### src/rtl/sumador_serie_n_bits.sv
// Bit-serial N-bit adder/subtractor: one full-adder slice, registered carry, LSB first.
// start/busy/done handshake; result and flags hold until the next operation finishes.
module sumador_serie_n_bits #(
    parameter int N = 4
) (
    input  logic         clk,
    input  logic         rst,
    input  logic         start,
    input  logic         resta,
    input  logic [N-1:0] x,
    input  logic [N-1:0] y,
    input  logic         c_in,
    output logic [N-1:0] s,
    output logic         c_out,
    output logic         ovf,
    output logic         busy,
    output logic         done
);

    localparam int CW = $clog2(N + 1);
    localparam logic [CW-1:0] LAST_BIT = CW'(N - 1);

    typedef enum logic [1:0] {
        IDLE = 2'd0,
        SUMA = 2'd1,
        FIN  = 2'd2
    } state_t;

    state_t        state_q, state_d;
    logic [N-1:0]  a_q, a_d;
    logic [N-1:0]  b_q, b_d;
    logic [N-1:0]  s_q, s_d;
    logic          carry_q, carry_d;
    logic [CW-1:0] cnt_q, cnt_d;
    logic          c_out_q, c_out_d;
    logic          ovf_q, ovf_d;

    logic          sum_bit;
    logic          carry_nxt;
    logic [N-1:0]  s_shift;

    // The single full-adder slice shared by every bit position.
    assign sum_bit   = a_q[0] ^ b_q[0] ^ carry_q;
    assign carry_nxt = (a_q[0] & b_q[0]) | (a_q[0] & carry_q) | (b_q[0] & carry_q);

    // New sum bits enter at the MSB so the result ends up LSB-aligned after N shifts.
    generate
        if (N == 1) begin : g_s_one
            assign s_shift = sum_bit;
        end else begin : g_s_many
            assign s_shift = {sum_bit, s_q[N-1:1]};
        end
    endgenerate

    always_ff @(posedge clk or posedge rst) begin
        if (rst) begin
            state_q <= IDLE;
            a_q     <= '0;
            b_q     <= '0;
            s_q     <= '0;
            carry_q <= 1'b0;
            cnt_q   <= '0;
            c_out_q <= 1'b0;
            ovf_q   <= 1'b0;
        end else begin
            state_q <= state_d;
            a_q     <= a_d;
            b_q     <= b_d;
            s_q     <= s_d;
            carry_q <= carry_d;
            cnt_q   <= cnt_d;
            c_out_q <= c_out_d;
            ovf_q   <= ovf_d;
        end
    end

    always_comb begin
        state_d = state_q;
        a_d     = a_q;
        b_d     = b_q;
        s_d     = s_q;
        carry_d = carry_q;
        cnt_d   = cnt_q;
        c_out_d = c_out_q;
        ovf_d   = ovf_q;

        case (state_q)
            IDLE, FIN: begin
                if (start) begin
                    // Subtraction is x + ~y + ~borrow, so c_out reads as NOT borrow.
                    a_d     = x;
                    b_d     = resta ? ~y : y;
                    carry_d = resta ? ~c_in : c_in;
                    cnt_d   = '0;
                    s_d     = '0;
                    state_d = SUMA;
                end else begin
                    state_d = IDLE;
                end
            end
            SUMA: begin
                a_d     = a_q >> 1;
                b_d     = b_q >> 1;
                carry_d = carry_nxt;
                s_d     = s_shift;
                cnt_d   = cnt_q + CW'(1);
                if (cnt_q == LAST_BIT) begin
                    // On the MSB step carry_q is the carry into the MSB.
                    c_out_d = carry_nxt;
                    ovf_d   = carry_q ^ carry_nxt;
                    state_d = FIN;
                end
            end
            default: state_d = IDLE;
        endcase
    end

    assign s     = s_q;
    assign c_out = c_out_q;
    assign ovf   = ovf_q;
    assign busy  = (state_q == SUMA);
    assign done  = (state_q == FIN);

endmodule

### config.mk
export PLATFORM = sky130hd
export DESIGN_NAME = sumador_serie_n_bits
export DESIGN_NICKNAME = d
export VERILOG_FILES = /design/src/rtl/sumador_serie_n_bits.sv
export SDC_FILE = /design/constraint.sdc
export NUM_CORES = 1
export LEC_CHECK = 0
export CORE_MARGIN = 2
export CORE_UTILIZATION = 43
export CTS_CLUSTER_DIAMETER = 50
export CTS_CLUSTER_SIZE = 30
export DETAILED_ROUTE_END_ITERATION = 8
export HOLD_SLACK_MARGIN = 0.15
export PLACE_DENSITY = 0.73
export SETUP_SLACK_MARGIN = 0.3
export SLEW_MARGIN = 15
export SYNTH_ARGS = -nofsm -noshare
export SYNTH_HDL_FRONTEND = slang
export SYNTH_SLANG_ARGS = --single-unit
### constraint.sdc
create_clock -name clk -period 1.3 [get_ports clk]
set_input_delay 0.26 -clock clk [delete_from_list [all_inputs] [get_ports clk]]
set_output_delay 0.26 -clock clk [all_outputs]
set_load 0.005 [all_outputs]
==> out/metrics.cfg, run 1 <==
[clock_network]
clock_latency_ns=0.29
cts-root-buf=clkbuf_4
cts_made_buffers=3
htreeDepth=1
clkTransAtPathRegs_ns=0.11
clockBufferDepth=2
clkSinkCount=20
cts_tree=done
ctsHoldBuffers=0

[placed_design]
place_ws_ns=-0.230
port_buffers=20
finalWeightedCongestion=0.696
hpwl_um=1290

[finish]
drive_above_1_share_pct=50.8
antennaDiodeCount=0
multiInputGateArea_um2=458
fin_nets=138
layout_commonest_cell=dfrtp_1
mostFrequentLayoutCells=20 x dfrtp_1, 16 x buf_4, 12 x clkdlybuf4s50_1, 8 x buf_6, 7 x buf_2
syn_to_final_growth_pct=50.1
regArea_um2=500
fillers=155

[setup_path]
critPathTopFamily=flip-flops
cpPeakStageDelay_ns=0.43
end_kind=output port
critPathBufInv=1
arrival_ns=1.07
reg2reg_slack_ns=0.02
crit_type=reg -> out
cp.required_ns=1.04
path_cells=and2b_2, buf_2
rr_worst_depth=5
critPathSlowestCell=dfrtp_1
worst-path-stages=2
cp_max_fo=3
startpoint_type=flip-flop

[sta]
finalMaxSlewViolations=0
fin_crit_sh_pct=102
post-route-min-period_ns=1.33
slew_headroom_pct=83.3
finalHoldViolations=0
setup-tns-final_ns=-0.0324
max_freq_mhz=751
tightest_slew_ns=0.251
setup_ws_ns=-0.0324
rsz0062_at_grt=yes
setup_viol=1
fin_skew_ns=0.00681

[synthesis]
yosysTopAreaCellShare_pct=53.1
ys_seq_area_share_pct=53.1
synthMuxAreaShare_pct=0
ys_types=25
yosys.area_share.simple_pct=10.4
yosysWarningCount=0
synth_top_cell_by_area=dfrtp_1
synth-compound-area-share_pct=17.0
synth_fa_ha_area_share_pct=4.78
yosys_register_bits=20
syn_area_um2=942
netlist_instances=79
synthTopCellsByArea=dfrtp_1 53%, a22o_2 5.3%, buf_6 4.8%
synth_xor_area_share_pct=5.58
synth_nets=95
syn_area_per_cell_um2=11.9
synth_top_family_by_area=compound AO/OA/AOI/OAI gates

[routing]
wl_per_cell_um=13.5
ant_nets=0
via_count=736
drt_pass1_iterations=2
drt_iter0_drc=6
drc=0
wl_um=1980
routed_via_density=5.01

[floorplan]
rows=16
fp.dieW_um=50.8
initial_core_util_pct=46.6
io_pins=21
die_height_um=50.8
die_area_um2=2580
core_area_um2=2020

[global_route]
grt_overflow=0
grt_use_met3_pct=6.14
grtUsageMet1_pct=19.9
use_met2_pct=28.1
grt_antenna_before_repair=0
grt_use_total_pct=16.3
grt_pass1_vias=675
busiest_layer=met2
grt_first_pass_wirelength_um=3060
grt_max_degree=21

[run_status]
violations=setup timing
status=complete, but fails checks

[power_and_ir_drop]
powerDensity_nw_per_um2=2270
p_leak_nw=0.668
irDropWorstVdd_mv=1.48
p_total_w=0.00321

[job]
maxCapViolCount=0

[min_path]
min_path_type=in -> async

[stage by stage]
stage | instance area [um^2] | cells | utilization, % | hold slack, ns
after CTS | 1340 | 141 | 66.2 | 0.284
after global routing | 1410 | 147 | 69.9 | 0.310
after detailed placement | 1210 | 128 | 59.8 | 0.488
after global placement | 1210 | 128 | 59.8 | 0.466
after floorplan | 968 | 79 | - | 0.224
final | 1410 | 147 | 69.9 | 0.285
[cell usage after synthesis]
library cell,instances
nand3_1,4
nor3_1,1
a22oi_1,2
fa_1,1
clkbuf_1,2
a221o_1,4
and2b_2,1
nor2b_1,1
xnor2_1,4
nor2_1,3
nor2_4,1
nand2b_1,2
o21ai_0,4
xor2_1,2
nand2_1,4
dfrtp_1,20
buf_6,4
nand3b_1,1
inv_1,6
a22o_1,1
a22o_2,5
inv_8,1
o2bb2ai_1,2
o221ai_1,1
ha_1,2
[worst register-to-register path: stages, from the launching register on]
cell,delay [ns]
dfrtp_1,0.44
buf_6,0.15
nor2b_4,0.10
buf_6,0.15
nor2_4,0.06
a221o_1,0.29
[layer usage]
metal | routed length [um] | vias to the layer above
met4 | 9 | 0
met1 | 804 | 359
met2 | 1090 | 16
met3 | 78 | 2
met5 | 0 | -
li1 | - | 359
[power breakdown]
group	switching, W	internal [W]	leakage, nW
sequential	0.000171	0.000892	0.255
clock	0.000173	0.000108	0.0138
combinational	0.000826	0.00104	0.400
total	0.00117	0.00204	0.668
[flip-flops by register name, indices dropped and copies added (netlist names)]
name,cells
cnt_q,3
a_q,4
b_q,4
ovf,1
s,4
carry_q,1
state_q,2
c_out,1
[area by class of cell]
class	count	share of cell area, %
inverters	7	2.39
clock buffers	3	1.59
flip-flops and latches	20	35.4
well taps	27	2.39
multi-input cells	47	32.4
repair buffers	43	25.8
[cell families (layout without fill, tap and decap cells)]
family	count (synthesis)	count (layout)
buf+inv	13	53
fa+ha+maj	3	3
compound gates	19	19
simple gates	18	19
xor+xnor	6	6
flops	20	20
[what timing repair did]
item | 4_1_cts | 5_1_grt
buffers inserted | 9 | 6
resized for setup | 51 | 8
cloned | 1 | 0
setup endpoints to repair | 28 | 28
pin swaps | 11 | 7
[final timing paths]
path                       endpoint  startpoint
max                            done  state_q[0]
min                             ovf         rst
max reg2reg                  b_q[0]  state_q[0]
min reg2reg                  b_q[2]      b_q[2]
max in group asynchronous    b_q[0]         rst
min in group clk             b_q[2]      b_q[2]
No activity file was read; power rests on OpenSTA's default activity.
==> run 2, diff against run 1 <==
==> constraint.sdc (replaced) <==
create_clock -name clk -period 1.2 [get_ports clk]
set_input_delay 0.24 -clock clk [delete_from_list [all_inputs] [get_ports clk]]
set_output_delay 0.24 -clock clk [all_outputs]
set_load 0.005 [all_outputs]
==> out/metrics.cfg, run 2 (synthesized netlist as in run 1, its figures left out) <==
[clock_network]
cts_tree=done
clkTransAtPathRegs_ns=0.11  ; about the same
clockBufferDepth=2  ; unchanged
clkSinkCount=20  ; unchanged
htreeDepth=1  ; unchanged
cts_made_buffers=3  ; unchanged
cts-root-buf=clkbuf_4
clock_latency_ns=0.30  ; about the same

[finish]
syn_to_final_growth_pct=54.3
drive_above_1_share_pct=50.4  ; -0.43 points
regArea_um2=500  ; unchanged
mostFrequentLayoutCells=20 x dfrtp_1, 17 x buf_4, 12 x clkdlybuf4s50_1, 9 x buf_6, 7 x buf_2
fillers=156  ; +0.65%
fin_nets=141  ; +2.2%
postLayoutCoreUtil_pct=71.9  ; +2.0 points
layout_commonest_cell=dfrtp_1
multiInputGateArea_um2=459  ; +0.27%
antennaDiodeCount=0  ; unchanged
fin_area_um2=1450  ; +2.8%

[sta]
tightest_slew_ns=0.251  ; +0.000602 ns
finalHoldViolations=0  ; unchanged
fin_skew_ns=0.00470  ; -0.00211 ns
setup_ws_ns=-0.190  ; -0.157 ns
finalMaxSlewViolations=0  ; unchanged
post-route-min-period_ns=1.39
setup_viol=17  ; +16
rsz0062_at_grt=yes
slew_headroom_pct=83.2  ; about the same
setup-tns-final_ns=-1.80  ; -1.77 ns
max_freq_mhz=720
fin_crit_sh_pct=116

[placed_design]
place_ws_ns=-0.291  ; -0.0605 ns
placed_area_um2=1220  ; +1.2%
port_buffers=20  ; unchanged
finalWeightedCongestion=0.737  ; +5.8%
hpwl_um=1200  ; -7.0%

[routing]
wl_per_cell_um=13.1  ; -3.1%
wl_um=1960  ; -1.1%
routed_via_density=4.89  ; -2.3%
drc=0  ; unchanged
drt_pass1_iterations=2  ; unchanged
ant_nets=0  ; unchanged
via_count=734  ; -0.27%
drt_iter0_drc=2  ; -4

[setup_path]
cp.required_ns=0.96  ; -0.08 ns
cp_max_fo=2  ; -1
end_kind=output port
arrival_ns=1.15  ; +0.08 ns
rr_worst_depth=6  ; +1
reg2reg_slack_ns=-0.16  ; -0.18 ns
critPathSlowestCell=dfrtp_1
crit_type=reg -> out
startpoint_type=flip-flop
cpPeakStageDelay_ns=0.42  ; about the same
path_cells=buf_4, and2b_2, buf_2
reg2reg_from=state_q[0]
r2r-end=b_q[0]

[run_status]
status=complete, but fails checks
violations=setup timing

[power_and_ir_drop]
sw_frac_of_total_pct=36.0  ; -0.41 points
clock_power_share_pct=8.7  ; about the same
switchingPower_w=0.00130  ; +11%
p_leak_nw=0.693  ; +3.7%
internal-power_w=0.00231  ; +13%
p_comb_share_pct=59.6  ; +1.4 points
powerDensity_nw_per_um2=2480  ; +9.1%
power_frac_seq_pct=31.8  ; -1.3 points
p_total_w=0.00360  ; +12%
irDropWorstVdd_mv=1.44  ; -2.4%

[global_route]
grt_antenna_before_repair=0  ; unchanged
grt_pass1_vias=715  ; +5.9%
grt_first_pass_wirelength_um=3150  ; +2.9%
grt_max_degree=21  ; unchanged
grt_overflow=0  ; unchanged
busiest_layer=met2
grtUsageMet1_pct=21.6  ; +1.7 points
grt_use_met3_pct=2.63  ; -3.5 points
grt_use_total_pct=16.7  ; +0.38 points
use_met2_pct=27.4  ; -0.66 points

[floorplan]
die_area_um2=2580  ; unchanged
rows=16  ; unchanged
io_pins=21  ; unchanged
fp.dieW_um=50.8  ; unchanged
die_height_um=50.8  ; unchanged
initial_core_util_pct=46.6  ; unchanged
core_area_um2=2020  ; unchanged

[job]
maxCapViolCount=0  ; unchanged

[min_path]
min_path_type=in -> async

[run 2: how the worst max path moves through the flow]
stage / start / endpoint / slack (ns) / cells after the start
floorplan: state_q[0] / b_q[1] / -0.04 / 5
global placement: start / b_q[0] / -0.27 / 5
detailed placement: start / b_q[1] / -0.29 / 5
CTS: state_q[0] / b_q[2] / -0.18 / 6
global route: state_q[0] / done / -0.21 / 3
finish: state_q[0] / done / -0.19 / 3
[run 2: worst max-delay path: cells and delay by family (launching register included)]
kind | cells | cell delay, ns
and+or+nand+nor | 1 | 0.19
DFF | 1 | 0.42
buffers and inverters | 2 | 0.24
[run 2: layout make-up]
class | count | area share [%]
Inverter | 7 | 2.32
Tap cell | 27 | 2.32
Multi-Input combinational cell | 47 | 31.6
Timing Repair Buffer | 46 | 27.8
Clock buffer | 3 | 1.55
Sequential cell | 20 | 34.4
[run 2: repair_timing]
item / 4_1_cts / 5_1_grt
setup buffers: 11 / 5
gates resized for setup: 44 / 17
cloned: 1 / 0
endpoints found under the setup margin: 28 / 28
hold buffers: 0 / 0
pin swaps: 8 / 10
[run 2: per-layer routing]
metal	wire (um)	share of wire, %
met1	839	43
met2	1030	53
met3	63	3.2
met4	25	1.3
met5	0	0
[run 2: power groups by stage]
stage	Combinational (W)	Clock (W)	Sequential [W]
after CTS	0.00178	0.000319	0.00113
final	0.00215	0.000312	0.00114
after global placement	0.00144	0	0.00115
after detailed placement	0.00148	0	0.00116
after global routing	0.00235	0.000338	0.00118
after floorplan	0.00106	0	0.00113
[run 2: per-stage QoR]
step / hold WS, ns / std cells
floorplan: 0.204 / 79
global placement: 0.470 / 130
detailed placement: 0.475 / 130
CTS: 0.262 / 145
global route: 0.295 / 150
finish: 0.254 / 150
